**src/rtl/leaf_feeder_p4.sv**
```systemverilog
// Splits an incoming beat stream into sorted runs and steers each run to one of four leaf FIFOs.
// Latency: zero (data and write enable are combinational from i_data/i_valid); o_run_done lags sel advance by one cycle.
// Backpressure: o_ready drops while the selected leaf is full or a terminator is pending; full on other leaves never stalls.
// Optional LEAF_FEEDER_TERM_EN: append an all-zero terminator beat to each closed run.
module leaf_feeder_p4 #(
    parameter int DATA_WIDTH = 128,
    parameter int RUN_LEN    = 16
) (
    input  logic                      i_clk,
    input  logic                      i_rst_n,
    input  logic [2*DATA_WIDTH-1:0]   i_data,
    input  logic                      i_valid,
    output logic                      o_ready,
    input  logic                      i_flush,
    input  logic [3:0]                i_leaf_full,
    output logic [3:0]                o_leaf_write,
    output logic [2*DATA_WIDTH-1:0]   o_leaf_data,
    output logic [1:0]                o_leaf_sel,
    output logic                      o_run_done
);

    localparam int CW = $clog2(RUN_LEN);

    typedef enum logic {
        STREAM = 1'b0,
        TERM   = 1'b1
    } state_t;

    state_t          state, state_nxt;
    logic [1:0]      sel;
    logic [CW-1:0]   beat_cnt;
    logic            adv_q;
    logic            run_done_q;

    logic            full_sel;
    logic            ready;
    logic            xfer;
    logic            last_beat;
    logic            flush_acc;
    logic            close_run;
    logic            term_wr;
    logic            sel_adv;
    logic            wr_en;

    always_comb begin
        full_sel  = i_leaf_full[sel];
        ready     = i_rst_n && (state == STREAM) && !full_sel;
        xfer      = ready && i_valid;
        last_beat = (beat_cnt == CW'(RUN_LEN - 1));
        // A flush only closes a run that has something in it and loses to a real transfer.
        flush_acc = i_rst_n && (state == STREAM) && i_flush && !xfer && (beat_cnt != '0);
        close_run = (xfer && last_beat) || flush_acc;
        term_wr   = 1'b0;
        state_nxt = state;
`ifdef LEAF_FEEDER_TERM_EN
        if ((state == STREAM) && close_run) begin
            state_nxt = TERM;
        end
        if ((state == TERM) && i_rst_n && !full_sel) begin
            term_wr   = 1'b1;
            state_nxt = STREAM;
        end
        sel_adv = term_wr;
`else
        sel_adv = close_run;
`endif
        wr_en = xfer || term_wr;
    end

    assign o_ready      = ready;
    assign o_leaf_write = wr_en ? (4'b0001 << sel) : 4'b0000;
    assign o_leaf_data  = xfer ? i_data : '0;
    assign o_leaf_sel   = sel;
    assign o_run_done   = run_done_q;

    always_ff @(posedge i_clk or negedge i_rst_n) begin
        if (!i_rst_n) begin
            state      <= STREAM;
            sel        <= 2'd0;
            beat_cnt   <= '0;
            adv_q      <= 1'b0;
            run_done_q <= 1'b0;
        end else begin
            state <= state_nxt;
            if (close_run) begin
                beat_cnt <= '0;
            end else if (xfer) begin
                beat_cnt <= beat_cnt + CW'(1);
            end
            if (sel_adv) begin
                sel <= sel + 2'd1;
            end
            // Done pulse trails the visible sel change by one cycle.
            adv_q      <= sel_adv;
            run_done_q <= adv_q;
        end
    end

endmodule

```
**config.mk**
```make
export PLATFORM = sky130hd
export DESIGN_NAME = leaf_feeder_p4
export DESIGN_NICKNAME = d
export VERILOG_FILES = /design/src/rtl/leaf_feeder_p4.sv
export SDC_FILE = /design/constraint.sdc
export NUM_CORES = 1
export LEC_CHECK = 0
export BUFFER_PORTS_ARGS = -buffer_cell sky130_fd_sc_hd__buf_2
export CORE_AREA = 3 3 202 204
export CTS_CLUSTER_SIZE = 40
export DETAILED_ROUTE_END_ITERATION = 8
export DIE_AREA = 0 0 205 207
export PLACE_DENSITY = 0.39
export SYNTH_ARGS = -nofsm -noshare
export SYNTH_HDL_FRONTEND = slang
export SYNTH_SLANG_ARGS = --single-unit
```
**constraint.sdc**
```tcl
create_clock -name i_clk -period 5.58 [get_ports i_clk]
set_input_delay 0.837 -clock i_clk [delete_from_list [all_inputs] [get_ports i_clk]]
set_output_delay 0.837 -clock i_clk [all_outputs]
set_load 0.02 [all_outputs]
```
Word level (Yosys, flattened, before mapping)
Cells that the tools add are included.
{"block": "op_classes", "order_cmp": 1, "n_reduce_logical": 11, "eq_ne": 1, "muxes": 6, "shifts": 1, "n_addsub": 2}
{"cell": "$mux W256", "count": 1}
{"cell": "$mux W4", "count": 3}
{"cell": "$logic_and A1 B1 Y1", "count": 6}
{"cell": "$add A4 B1 Y4 const B", "count": 1}
{"cell": "$eq A4 B4 Y1 const B", "count": 1}
{"cell": "$reduce_bool A4 Y1", "count": 1}
{"cell": "$shl A1 B2 Y4 const A", "count": 1}
{"cell": "$lt A2 B3 Y1 const B", "count": 1}
{"cell": "$add A2 B1 Y2 const B", "count": 1}
{"cell": "$bmux W1 S2", "count": 1}
{"cell": "$logic_not A1 Y1", "count": 2}
{"cell": "$reduce_bool A2 Y1", "count": 1}
{"cell": "$logic_or A1 B1 Y1", "count": 1}
{"cell": "$mux W1", "count": 1}
{"block": "word_totals", "output_inout_bits": 264, "word_cells": 26, "register_bits": 8}

Logic depth before layout (Yosys ltp)
Gate-level depths: netlist (run 1).
{"block": "logic_depth", "depth_word": 10, "depth_mapped": 6, "depth_no_buf": 6}

Least setup slack after synthesis (run 1)
No wires, ideal clock.
{"block": "synth_path", "kind": "input-to-output", "startpoint": "in i_leaf_full[3]", "endpoint": "out o_leaf_data[0]", "n_path_buf": 2, "stages": 5, "arrival_ns": 2.237, "slack_ns": 2.506, "required_ns": 4.743, "cell_sequence": "mux4_2 -> nor2_1 -> clkbuf_1 -> clkbuf_1 -> and2_1"}
{"block": "synth_via", "elab_chain_cells": 6}
{"element": "start: declaration", "line": "15", "source": "input logic [3:0] i_leaf_full,"}
{"element": "$bmux W1 S2", "line": "46", "source": "full_sel = i_leaf_full[sel];"}
{"element": "$mux W1 (not written as such)", "line": "46"}
{"element": "$logic_not A1 Y1", "line": "47", "source": "ready = i_rst_n && (state == STREAM) && !full_sel;"}
{"element": "$logic_and A1 B1 Y1", "line": "47"}
{"element": "$logic_and A1 B1 Y1", "line": "48", "source": "xfer = ready && i_valid;"}
{"element": "$mux W256", "line": "72", "source": "assign o_leaf_data = xfer ? i_data : '0;"}
{"element": "end: declaration", "line": "17", "source": "output logic [2*DATA_WIDTH-1:0] o_leaf_data,"}
No other way between the ends. The select of a mux whose other input is x is not followed.

Worst setup path after layout (run 1)
{"block": "layout_path", "startpoint": "in i_leaf_full[3]", "endpoint": "out o_leaf_data[227]"}
Same word-level chain as after synthesis.

==> qor_table.md, run 1 <==
| Stage | Item | Reported |
|:---|:---|:---|
| final layout | NumNets Final | 1,109 |
| power and ir drop | Worst vdd rail ir drop | 0.09103 mV |
| logic synthesis | Cell Area, Synth | 2218 µm² |
| clock network | TritonCTS clock tree | yes |
| clock network | Maximum root-to-sink buffer count | 2 |
| setup path | Data required time of the worst path | 4.74 ns |
| final layout | Final standard cell area without fillers | 5505 µm² |
| drt | DRC marker count from the first detailed-route iteration | 156 |
| global route | Global-route congestion overflow total | 0 |
| final layout | Layout cell share with drive strength beyond 1 | 64.04% |
| sta | Slew at the pin closest to its max-slew limit | 0.9875 ns |
| setup path | Register-to-Register Path Depth | 5 |
| logic synthesis | Sequential cell area fraction in the yosys report | 9.024% |
| drt | Router iterations before antenna repair | 4 |
| global route | Antenna violations before repair | 27 |
| logic synthesis | Cell variety after synth | 17 |
| clock network | Number of gates resized after cts | 0 |
| placed design | Number of placed cells counting well taps | 1,359 |
| final layout | Area Overhead vs Synth | 148.2% |
| clock network | Hold bufs inserted after CTS | 0 |
| logic synthesis | Net count after synthesis | 605 |
| sta | Final hold violation count | 0 |
| sta | Worst hold slack | 0.3424 ns |
| die | Effective utilization at floorplan | 5.622% |
| drt | Routed wirelength normalized by instance count | 14.49 µm |
| sta | Final slew viol count | 0 |
| sta | Post-Route Setup TNS | 0 ns |
| setup path | Worst-case register-to-register setup slack | 3.32 ns |
| logic synthesis | Post-synthesis area per instance | 6.622 µm² |
| logic synthesis | Yosys Warn Count | 0 |
| global route | Aggregate global-route resource usage | 8.428% |
| power and ir drop | Power Dens Cells | 182.2 nW/µm² |
| global route | Vias in the first global route | 4,067 |
| setup path | Worst EP arrival | 2.81 ns |
| min path | Hold crit path type | reg2reg |
| global route | Global-route wire length before repair | 26,880 µm |
| clock network | Number of clock sinks seen by CTS | 8 |
| logic synthesis | Number of flip-flops and latches in the synthesized netlist | 8 |
| placed design | Number of buffers inserted by port buffering | 527 |
| clock network | Clk Tree Root Cell | sky130_fd_sc_hd__clkbuf_16 |
| drt | Post-detailed-route DRC marker count | 0 |
| sta | Fraction of the cycle the final worst path needs | 65.36% |
| final layout | Non-filler cells in the finished layout | 1,368 |
| sta | Relative slew margins | 33.33% |
| sta | Number of setup violations in the final report | 0 |
| setup path | Worst Setup Start Kind | primary input |
| drt | Final routed wirelength across all metal layers | 19,820 µm |
| die | Die extent in y | 207 µm |
| drt | Total number of vias | 4,191 |
| min path | Hold Crit Start | adv_q |
| final layout | Final-layout fill cell count | 4,628 |
| clock network | # H-tree levels | 1 |
| die | IO Count | 528 |
| clock network | Buffers inserted by post-CTS timing repair | 0 |
| sta | Maximum operating frequency | 274.2 MHz |
| drt | Detail-routed via count per cell | 3.064 |
| die | Die Span X | 205 µm |
| drt | Antenna-violating nets left | 0 |
| setup path | Launch instance of the worst register-to-register path | o_leaf_sel[0] |
| setup path | Worst Setup End Kind | primary output |
| power and ir drop | Total power of the final layout | 1.003 mW |
| die | Number of placement rows | 73 |
| setup path | Critical path fanouts, max | 129 |
| die | CORE AREA | 39,460 µm² |
| min path | WHS Endpoint | o_run_done |
| power and ir drop | Leakage power total | 3.514 nW |
| placed design | HPWL after detailed placement | 18,040 µm |
| placed design | Cell area after placement | 5415 µm² |
| sta | Worst setup skew after layout | 0.001031 ns |
| die | Area enclosed by the die boundary | 42,440 µm² |
| flow run | Max-capacitance violation count | 0 |
| sta | Time the final worst path needs with I/O delays and setup | 3.647 ns |
| sta | Setup repair after global routing missed its margin | false |
| clock network | Clk pin slew, worst setup/hold paths | 0.04 ns |
| run status | Outcome | finished, final reports clean |
| clock network | Clock buffers created by TritonCTS | 3 |
| clock network | Clock latency reported for the late side of the worst-skew pair | 0.23 ns |
| logic synthesis | Syn Inst Count | 335 |
| global route | Pin count of the biggest net entering global routing | 137 |
| min path | Worst hold path cell count | 0 |
| setup path | Reg2reg end | beat_cnt[3] |
| setup path | Setup CP Type | in2out |
| placed design | Placer congestion estimate | 0.8083 |
-- synth_stat cells --
master	instances	area (µm²)
sky130_fd_sc_hd__or2_1	1	6.260
sky130_fd_sc_hd__ha_1	6	75.07
sky130_fd_sc_hd__nor2_1	2	7.510
sky130_fd_sc_hd__inv_1	7	26.28
sky130_fd_sc_hd__and2_1	260	1627
sky130_fd_sc_hd__nand3_1	8	40.04
sky130_fd_sc_hd__o21ai_0	1	5.000
sky130_fd_sc_hd__clkbuf_1	29	108.9
sky130_fd_sc_hd__nand2_1	3	11.26
sky130_fd_sc_hd__nand4_1	1	6.260
sky130_fd_sc_hd__mux2_4	2	30.03
sky130_fd_sc_hd__mux4_2	1	22.52
sky130_fd_sc_hd__dfrtp_1	8	200.2
sky130_fd_sc_hd__buf_6	1	11.26
sky130_fd_sc_hd__nand3b_1	2	15.01
sky130_fd_sc_hd__o311ai_0	2	17.52
sky130_fd_sc_hd__xnor2_1	1	8.760
-- sequential cells by signal, indices dropped and copies added (netlist names) --
signal,count
beat_cnt,4
o_leaf_sel,2
adv_q,1
o_run_done,1
-- routing by layer --
layer	part of all wire [%]	track usage [%]	wire length (µm)
met1	35	8.811	6912
met2	47	14.89	9232
met3	16	4.825	3148
met4	1.4	1.367	284
met5	1.2	0	241
-- worst max-delay path: stages --
cell and delay, ns:
sky130_fd_sc_hd__buf_2 0.09, sky130_fd_sc_hd__mux4_2 0.51, sky130_fd_sc_hd__nor2_4 0.13, sky130_fd_sc_hd__buf_4 0.68
sky130_fd_sc_hd__and2_1 0.25, sky130_fd_sc_hd__buf_2 0.18
-- power breakdown --
part / internal (mW) / switching [mW]
Sequential: 0.0797 / 0.0271
Combinational: 0.302 / 0.473
Clock: 0.0924 / 0.0283
Total: 0.474 / 0.529
-- kinds of logic after synthesis --
logic type | Yosys count | synth area share (%)
and+or+nand+nor | 277 | 77.21
buffers and inverters | 37 | 6.599
DFF | 8 | 9.024
adders and majority gates | 6 | 3.384
AOI/OAI and AO/OA | 3 | 1.015
muxes | 3 | 2.369
xor gates and xnor gates | 1 | 0.3949
-- placed cells by master, fill, tap and decap left out, drive strengths merged --
cell    synthesis  layout
o311ai          2       2
diode           0       6
o21ai           1       1
xnor2           1       1
mux2            2       2
dfrtp           8       8
mux4            1       1
nand2           3       3
ha              6       6
or2             1       1
nor2            2       2
clkbuf         29       3
nand4           1       1
nand3b          2       2
nand3           8       8
buf             1     529
and2          260     260
inv             7       7
-- cell type report --
type,instances,area (µm²),share of cell area [%]
inverters,7,26.28,0.4773
well taps,525,656.9,11.93
multi-input cells,290,1879,34.14
flip-flops and latches,8,200.2,3.636
repair buffers,529,2653,48.18
diodes,6,15.01,0.2727
clock buffers,3,75.07,1.364
-- worst max path at each step --
stage,slack [ns],startpoint,end
after global routing,1.76,i_leaf_full[3],o_leaf_data[209]
after global placement,1.97,i_leaf_full[3],o_leaf_data[60]
final,1.93,i_leaf_full[3],o_leaf_data[227]
after detailed placement,1.92,i_leaf_full[3],o_leaf_data[209]
after floorplan,2.51,i_leaf_full[3],o_leaf_data[0]
after CTS,1.92,i_leaf_full[3],o_leaf_data[209]
-- through the flow --
step                      setup slack (ns)  utilization [%]
final                                1.933            13.95
after global routing                 1.756            13.93
after CTS                            1.924            13.91
after detailed placement             1.924            13.72
after global placement               1.968            13.72
after floorplan                      2.506                -
No activity file was read; power rests on OpenSTA's default activity.
==> run 2, diff against run 1 <==
--- a/config.mk
+++ b/config.mk
@@ -6,10 +6,10 @@
 export NUM_CORES = 1
 export LEC_CHECK = 0
 export BUFFER_PORTS_ARGS = -buffer_cell sky130_fd_sc_hd__buf_2
-export CORE_AREA = 3 3 202 204
+export CORE_AREA = 3 3 204 206
 export CTS_CLUSTER_SIZE = 40
 export DETAILED_ROUTE_END_ITERATION = 8
-export DIE_AREA = 0 0 205 207
+export DIE_AREA = 0 0 207 209
 export PLACE_DENSITY = 0.39
 export SYNTH_ARGS = -nofsm -noshare
 export SYNTH_HDL_FRONTEND = slang
==> constraint.sdc (replaced) <==
create_clock -name i_clk -period 3.43 [get_ports i_clk]
set_input_delay 0.5145 -clock i_clk [delete_from_list [all_inputs] [get_ports i_clk]]
set_output_delay 0.5145 -clock i_clk [all_outputs]
set_load 0.02 [all_outputs]
==> run 2 against run 1 <==
- clock power up 61%
- worst hold slack lost 0.078 ns
- largest cell class unchanged
- die area is 2.0% higher
- cell area increased by 0.50%
- routed wire length fell by 18%
- non-clock buffer count rose by 2
- critical endpoint is now o_leaf_data[22]
- cell count down 0.22%
- first-iteration DRC count down 63%
==> qor_table.md, run 2 (same netlist as run 1, synthesis figures left out) <==
| Stage | Item | Reported |
|:---|:---|:---|
| run status | Outcome | finished, final reports clean |
| flow run | Max-capacitance violation count | 0 |
| die | Effective utilization at floorplan | 5.571% |
| setup path | Critical path fanouts, max | 155 |
| clock network | Buffers inserted by post-CTS timing repair | 0 |
| clock network | Maximum root-to-sink buffer count | 2 |
| power and ir drop | Leakage power total | 3.529 nW |
| clock network | Clock latency reported for the late side of the worst-skew pair | 0.23 ns |
| drt | Final routed wirelength across all metal layers | 16,240 µm |
| global route | Global-route congestion overflow total | 0 |
| final layout | Commonest non-fill, non-tap cell in the layout | sky130_fd_sc_hd__buf_2 |
| sta | Final slew viol count | 0 |
| drt | Antenna-violating nets left | 0 |
| drt | Total number of vias | 4,067 |
| sta | Slew at the pin closest to its max-slew limit | 0.4791 ns |
| drt | Post-detailed-route DRC marker count | 0 |
| setup path | Worst Setup End Kind | primary output |
| placed design | Number of buffers inserted by port buffering | 527 |
| placed design | Placer congestion estimate | 0.8492 |
| final layout | Combined flip-flop and latch cell area | 200.2 µm² |
| final layout | Layout cell share with drive strength beyond 1 | 64.12% |
| clock network | Clock buffers created by TritonCTS | 3 |
| die | Number of placement rows | 73 |
| die | Area enclosed by the die boundary | 43,260 µm² |
| drt | Router iterations before antenna repair | 4 |
| min path | Hold crit path type | in2async |
| power and ir drop | Worst vdd rail ir drop | 0.1271 mV |
| clock network | Number of clock sinks seen by CTS | 8 |
| power and ir drop | Power Dens Cells | 293.8 nW/µm² |
| clock network | TritonCTS clock tree | yes |
| setup path | Worst EP arrival | 2.34 ns |
| global route | Aggregate global-route resource usage | 6.809% |
| clock network | Clk pin slew, worst setup/hold paths | 0.04 ns |
| drt | Routed wirelength normalized by instance count | 11.90 µm |
| final layout | Reg with most FFs | beat_cnt |
| final layout | Final-layout fill cell count | 4,677 |
| sta | Fraction of the cycle the final worst path needs | 83.22% |
| die | IO Count | 528 |
| global route | Antenna violations before repair | 8 |
| final layout | Area Overhead vs Synth | 149.4% |
| drt | DRC marker count from the first detailed-route iteration | 57 |
| die | CORE AREA | 39,820 µm² |
| global route | Pin count of the biggest net entering global routing | 156 |
| setup path | Setup CP Type | reg2out |
| drt | Detail-routed via count per cell | 2.979 |
| global route | Vias in the first global route | 3,974 |
| final layout | NumNets Final | 1,111 |
| placed design | HPWL after detailed placement | 14,630 µm |
| setup path | Data required time of the worst path | 2.92 ns |
| die | Die extent in y | 209 µm |
| clock network | Clk Tree Root Cell | sky130_fd_sc_hd__clkbuf_16 |
| die | Die Span X | 207 µm |
| global route | Global-route wire length before repair | 23,290 µm |
| sta | Number of setup violations in the final report | 0 |
| sta | Setup repair after global routing missed its margin | false |
| sta | Worst setup skew after layout | 0.0009851 ns |
| sta | Final hold violation count | 0 |
| sta | Maximum operating frequency | 350.3 MHz |
| final layout | Multi-input gate area in the final layout | 1879 µm² |
| sta | Time the final worst path needs with I/O delays and setup | 2.854 ns |
| sta | Relative slew margins | 68.06% |
| clock network | # H-tree levels | 1 |
| final layout | Number of flip-flops under the largest register name | 4 |
| final layout | Commonest cells after routing, fill and taps aside | sky130_fd_sc_hd__buf_2, sky130_fd_sc_hd__and2_1, sky130_fd_sc_hd__nand3_1, sky130_fd_sc_hd__dfrtp_1, sky130_fd_sc_hd__inv_1 |
| placed design | Setup Slack @ Placement | 0.7594 ns |
| clock network | Hold bufs inserted after CTS | 0 |
| clock network | Number of gates resized after cts | 0 |
| setup path | Worst Setup Start Kind | register |
| sta | Post-Route Setup TNS | 0 ns |
| sta | Post-route setup slack | 0.5756 ns |
run 2: cell types whose count changed in the layout (fill, tap and decap cells not counted), sizes merged:
cell,delta
diode,-5
buf,+2
run 2: critical path: stages, from the launching register on:
cell,delay (ns)
sky130_fd_sc_hd__dfrtp_1,0.48
sky130_fd_sc_hd__mux4_2,0.61
sky130_fd_sc_hd__nor2_4,0.19
sky130_fd_sc_hd__buf_12,0.35
sky130_fd_sc_hd__and2_1,0.19
sky130_fd_sc_hd__buf_2,0.19
run 2: routing by layer:
metal / vias up / track usage (%) / wire, µm
met3: 24 / 2.537 / 1845
li1: 2008 / - / -
met1: 1713 / 6.800 / 5496
met5: - / 0 / 83
met2: 308 / 13.09 / 8491
met4: 14 / 2.013 / 325
run 2: report_power, final:
part           switching, mW  internal, mW
clock network         0.0449         0.150
logic                  0.750         0.505
registers             0.0458         0.130
run 2: per-stage QoR:
stage	power (mW)	instances	cell area (µm²)	hold WS [ns]	utilization, %
floorplan	0.9303	335	2218	0.2189	-
global placement	1.454	1361	5455	0.3330	13.70
detailed placement	1.455	1361	5455	0.3394	13.70
CTS	1.661	1364	5530	0.2781	13.89
global route	1.763	1365	5533	0.2785	13.89
finish	1.626	1365	5533	0.2646	13.89
run 2: area by class of cell:
cell class | instances | area share [%]
well taps | 525 | 11.87
flip-flops and latches | 8 | 3.618
multi-input cells | 290 | 33.97
diodes | 1 | 0.04523
inverters | 7 | 0.4749
clock buffers | 3 | 1.357
repair buffers | 531 | 48.67
run 2: final timing paths:
kind                            cells after the start  slack (ns)               to     startpoint
max in group asynchronous                           2        3.03    o_leaf_sel[1]        i_rst_n
min in group i_clk                                  0        0.34       o_run_done          adv_q
worst max-delay path                                5        0.58  o_leaf_data[22]  o_leaf_sel[0]
worst min register to register                      0        0.34       o_run_done          adv_q
worst min-delay path                                2        0.26      beat_cnt[0]        i_rst_n
worst max register to register                      4        1.22    o_leaf_sel[1]  o_leaf_sel[0]
==> run 3, diff against run 2 <==
==> constraint.sdc (replaced) <==
create_clock -name i_clk -period 2.9 [get_ports i_clk]
set_input_delay 0.435 -clock i_clk [delete_from_list [all_inputs] [get_ports i_clk]]
set_output_delay 0.435 -clock i_clk [all_outputs]
set_load 0.02 [all_outputs]
==> run 3 against run 2 <==
- worst hold slack got worse by 0.10 ns
- sequential power up 17%
- clock power increased by 21%
- critical path depth grew 1
- non-clock buffer count rose by 5
- power is 20% higher
- worst setup slack got worse by 0.34 ns
- combinational power rose by 21%
- routed wire length rose by 2.2%
- highest routed layer unchanged
==> qor_table.md, run 3 (same netlist as run 1, synthesis figures left out) <==
| Stage | Item | Reported |
|:---|:---|:---|
| die | Number of placement rows | 73 |
| sta | Relative slew margins | 79.09% |
| sta | Time the final worst path needs with I/O delays and setup | 2.669 ns |
| final layout | Reg with most FFs | beat_cnt |
| global route | Pin count of the biggest net entering global routing | 95 |
| die | Effective utilization at floorplan | 5.571% |
| drt | Final routed wirelength across all metal layers | 16,590 µm |
| setup path | Setup CP Type | reg2out |
| final layout | NumNets Final | 1,116 |
| final layout | Multi-input gate area in the final layout | 1879 µm² |
| setup path | Crit path buffers/inverters | 3 |
| sta | Setup repair after global routing missed its margin | false |
| global route | Antenna violations before repair | 11 |
| setup path | Worst Setup End Kind | primary output |
| setup path | Crit path cell chain | mux4_2 > nor2_4 > buf_12 > buf_12 > and2_1 > buf_2 |
| sta | Slew at the pin closest to its max-slew limit | 0.3136 ns |
| sta | Post-Route Setup TNS | 0 ns |
| clock network | Clock latency reported for the late side of the worst-skew pair | 0.23 ns |
| drt | Routed wirelength normalized by instance count | 12.12 µm |
| drt | Antenna-violating nets left | 0 |
| sta | Worst setup skew after layout | 0.001322 ns |
| drt | Router iterations before antenna repair | 4 |
| setup path | Critical path fanouts, max | 94 |
| setup path | Worst Setup Start Kind | register |
| sta | Final hold violation count | 0 |
| clock network | Maximum root-to-sink buffer count | 2 |
| global route | Aggregate global-route resource usage | 6.923% |
| global route | Highest-utilization routing layer at the global route stage | met2 |
| final layout | Commonest cells after routing, fill and taps aside | sky130_fd_sc_hd__buf_2, sky130_fd_sc_hd__and2_1, sky130_fd_sc_hd__nand3_1, sky130_fd_sc_hd__dfrtp_1, sky130_fd_sc_hd__inv_1 |
| final layout | Area Overhead vs Synth | 152.1% |
| run status | Outcome | finished, final reports clean |
| clock network | Clk pin slew, worst setup/hold paths | 0.04 ns |
| setup path | Crit-path most repeated cell | sky130_fd_sc_hd__buf_12 |
| placed design | Number of buffers inserted by port buffering | 527 |
| drt | DRC marker count from the first detailed-route iteration | 91 |
| global route | Global routing met2 resource utilization | 13.49% |
| setup path | Critical path's top delay family | multiplexers |
| clock network | # H-tree levels | 1 |
| clock network | Clk Tree Root Cell | sky130_fd_sc_hd__clkbuf_16 |
| sta | Maximum operating frequency | 374.7 MHz |
| final layout | Final-layout fill cell count | 4,622 |
| power and ir drop | Leakage power total | 3.561 nW |
| power and ir drop | Worst vdd rail ir drop | 0.1507 mV |
| clock network | Clock buffers created by TritonCTS | 3 |
| sta | Final slew viol count | 0 |
| placed design | HPWL after detailed placement | 15,040 µm |
| power and ir drop | Part of the total power dissipated in combinational logic | 77.5% |
| setup path | Worst EP arrival | 2.23 ns |
| die | Die extent in y | 209 µm |
| die | Area enclosed by the die boundary | 43,260 µm² |
| flow run | Max-capacitance violation count | 0 |
| setup path | Data required time of the worst path | 2.47 ns |
| die | IO Count | 528 |
| die | CORE AREA | 39,820 µm² |
| min path | Hold crit path type | in2async |
| power and ir drop | Register share of total power | 10.4% |
| power and ir drop | Switching Share | 51.33% |
| final layout | Number of flip-flops under the largest register name | 4 |
| power and ir drop | Clock network fraction of design power | 12.0% |
| drt | Detail-routed via count per cell | 2.988 |
| global route | Global-route wire length before repair | 23,670 µm |
| sta | Fraction of the cycle the final worst path needs | 92.02% |
| final layout | Layout cell share with drive strength beyond 1 | 64.34% |
| final layout | Commonest non-fill, non-tap cell in the layout | sky130_fd_sc_hd__buf_2 |
| final layout | Antenna diode instance count | 0 |
| clock network | Number of gates resized after cts | 0 |
| final layout | Final standard cell area without fillers | 5593 µm² |
| sta | Number of setup violations in the final report | 0 |
| global route | Met1 routing resource usage after global routing | 6.854% |
| setup path | Delay of the slowest cell on the worst path | 0.59 ns |
| global route | Vias in the first global route | 3,989 |
| clock network | Number of clock sinks seen by CTS | 8 |
| setup path | Slowest-stage cell, CP | sky130_fd_sc_hd__mux4_2 |
| die | Die Span X | 207 µm |
| drt | Total number of vias | 4,091 |
| power and ir drop | Power Dens Cells | 350.1 nW/µm² |
| power and ir drop | Int Pwr | 0.9529 mW |
| global route | Met3 Use GR | 3.168% |
| power and ir drop | Switch Pwr | 1.005 mW |
| placed design | Placer congestion estimate | 0.8670 |
| clock network | TritonCTS clock tree | yes |
| final layout | Combined flip-flop and latch cell area | 200.2 µm² |
| drt | Post-detailed-route DRC marker count | 0 |
| global route | Global-route congestion overflow total | 0 |
| placed design | Cell area after placement | 5483 µm² |
==> run 3: changes by cell type in the layout (fill, tap and decap cells not counted) <==
cell                      previous run  this run
sky130_fd_sc_hd__buf_12              2         4
sky130_fd_sc_hd__buf_4               2         5
sky130_fd_sc_hd__diode_2             1         0
==> run 3: power by group through the flow <==
| stage | logic (mW) | clock network, mW | registers [mW] |
|---|---|---|---|
| 2_1_floorplan | 0.883 | 0 | 0.217 |
| 3_3_place_gp | 1.54 | 0 | 0.205 |
| 3_5_place_dp | 1.53 | 0 | 0.206 |
| 4_1_cts | 1.54 | 0.242 | 0.205 |
| 5_1_grt | 1.67 | 0.249 | 0.216 |
| 6_report | 1.52 | 0.236 | 0.204 |
==> run 3: routing by layer <==
| layer | routed length [µm] | share of wire [%] |
|---|---|---|
| met5 | 168 | 1.0 |
| met3 | 2091 | 13 |
| met1 | 5532 | 33 |
| met2 | 8710 | 52 |
| met4 | 91 | 0.55 |
==> run 3: stage by stage <==
| step | utilization, % | std cells | setup slack, ns | power (mW) | hold slack, ns |
|---|---|---|---|---|---|
| after CTS | 13.96 | 1366 | 0.05222 | 1.985 | 0.1842 |
| after global routing | 14.04 | 1369 | 0.08246 | 2.133 | 0.1894 |
| final | 14.04 | 1369 | 0.2313 | 1.958 | 0.1617 |
| after global placement | 13.77 | 1363 | 0.3726 | 1.742 | 0.3331 |
| after detailed placement | 13.77 | 1363 | 0.3090 | 1.739 | 0.3370 |
| after floorplan | - | 335 | 0.4402 | 1.100 | 0.1394 |
==> run 3: repair_timing <==
action                                  4_1_cts  5_1_grt
buffers inserted                              0        3
endpoints found under the setup margin        0      239
hold buffers                                  0        0
==> run 3: worst paths after layout <==
kind	startpoint	to	slack [ns]	depth (start not counted)
worst min register to register	adv_q	o_run_done	0.34	0
worst max register to register	o_leaf_sel[0]	o_leaf_sel[1]	0.71	4
min in group i_clk	adv_q	o_run_done	0.34	0
worst max-delay path	o_leaf_sel[0]	o_leaf_data[31]	0.23	6
worst min-delay path	i_rst_n	beat_cnt[2]	0.16	2
max in group asynchronous	i_rst_n	adv_q	2.60	2
==> run 3: layout make-up <==
cell class,count,share of cell area (%)
well taps,525,11.74
flip-flops and latches,8,3.579
multi-input cells,290,33.60
clock buffers,3,1.342
repair buffers,536,49.26
inverters,7,0.4698
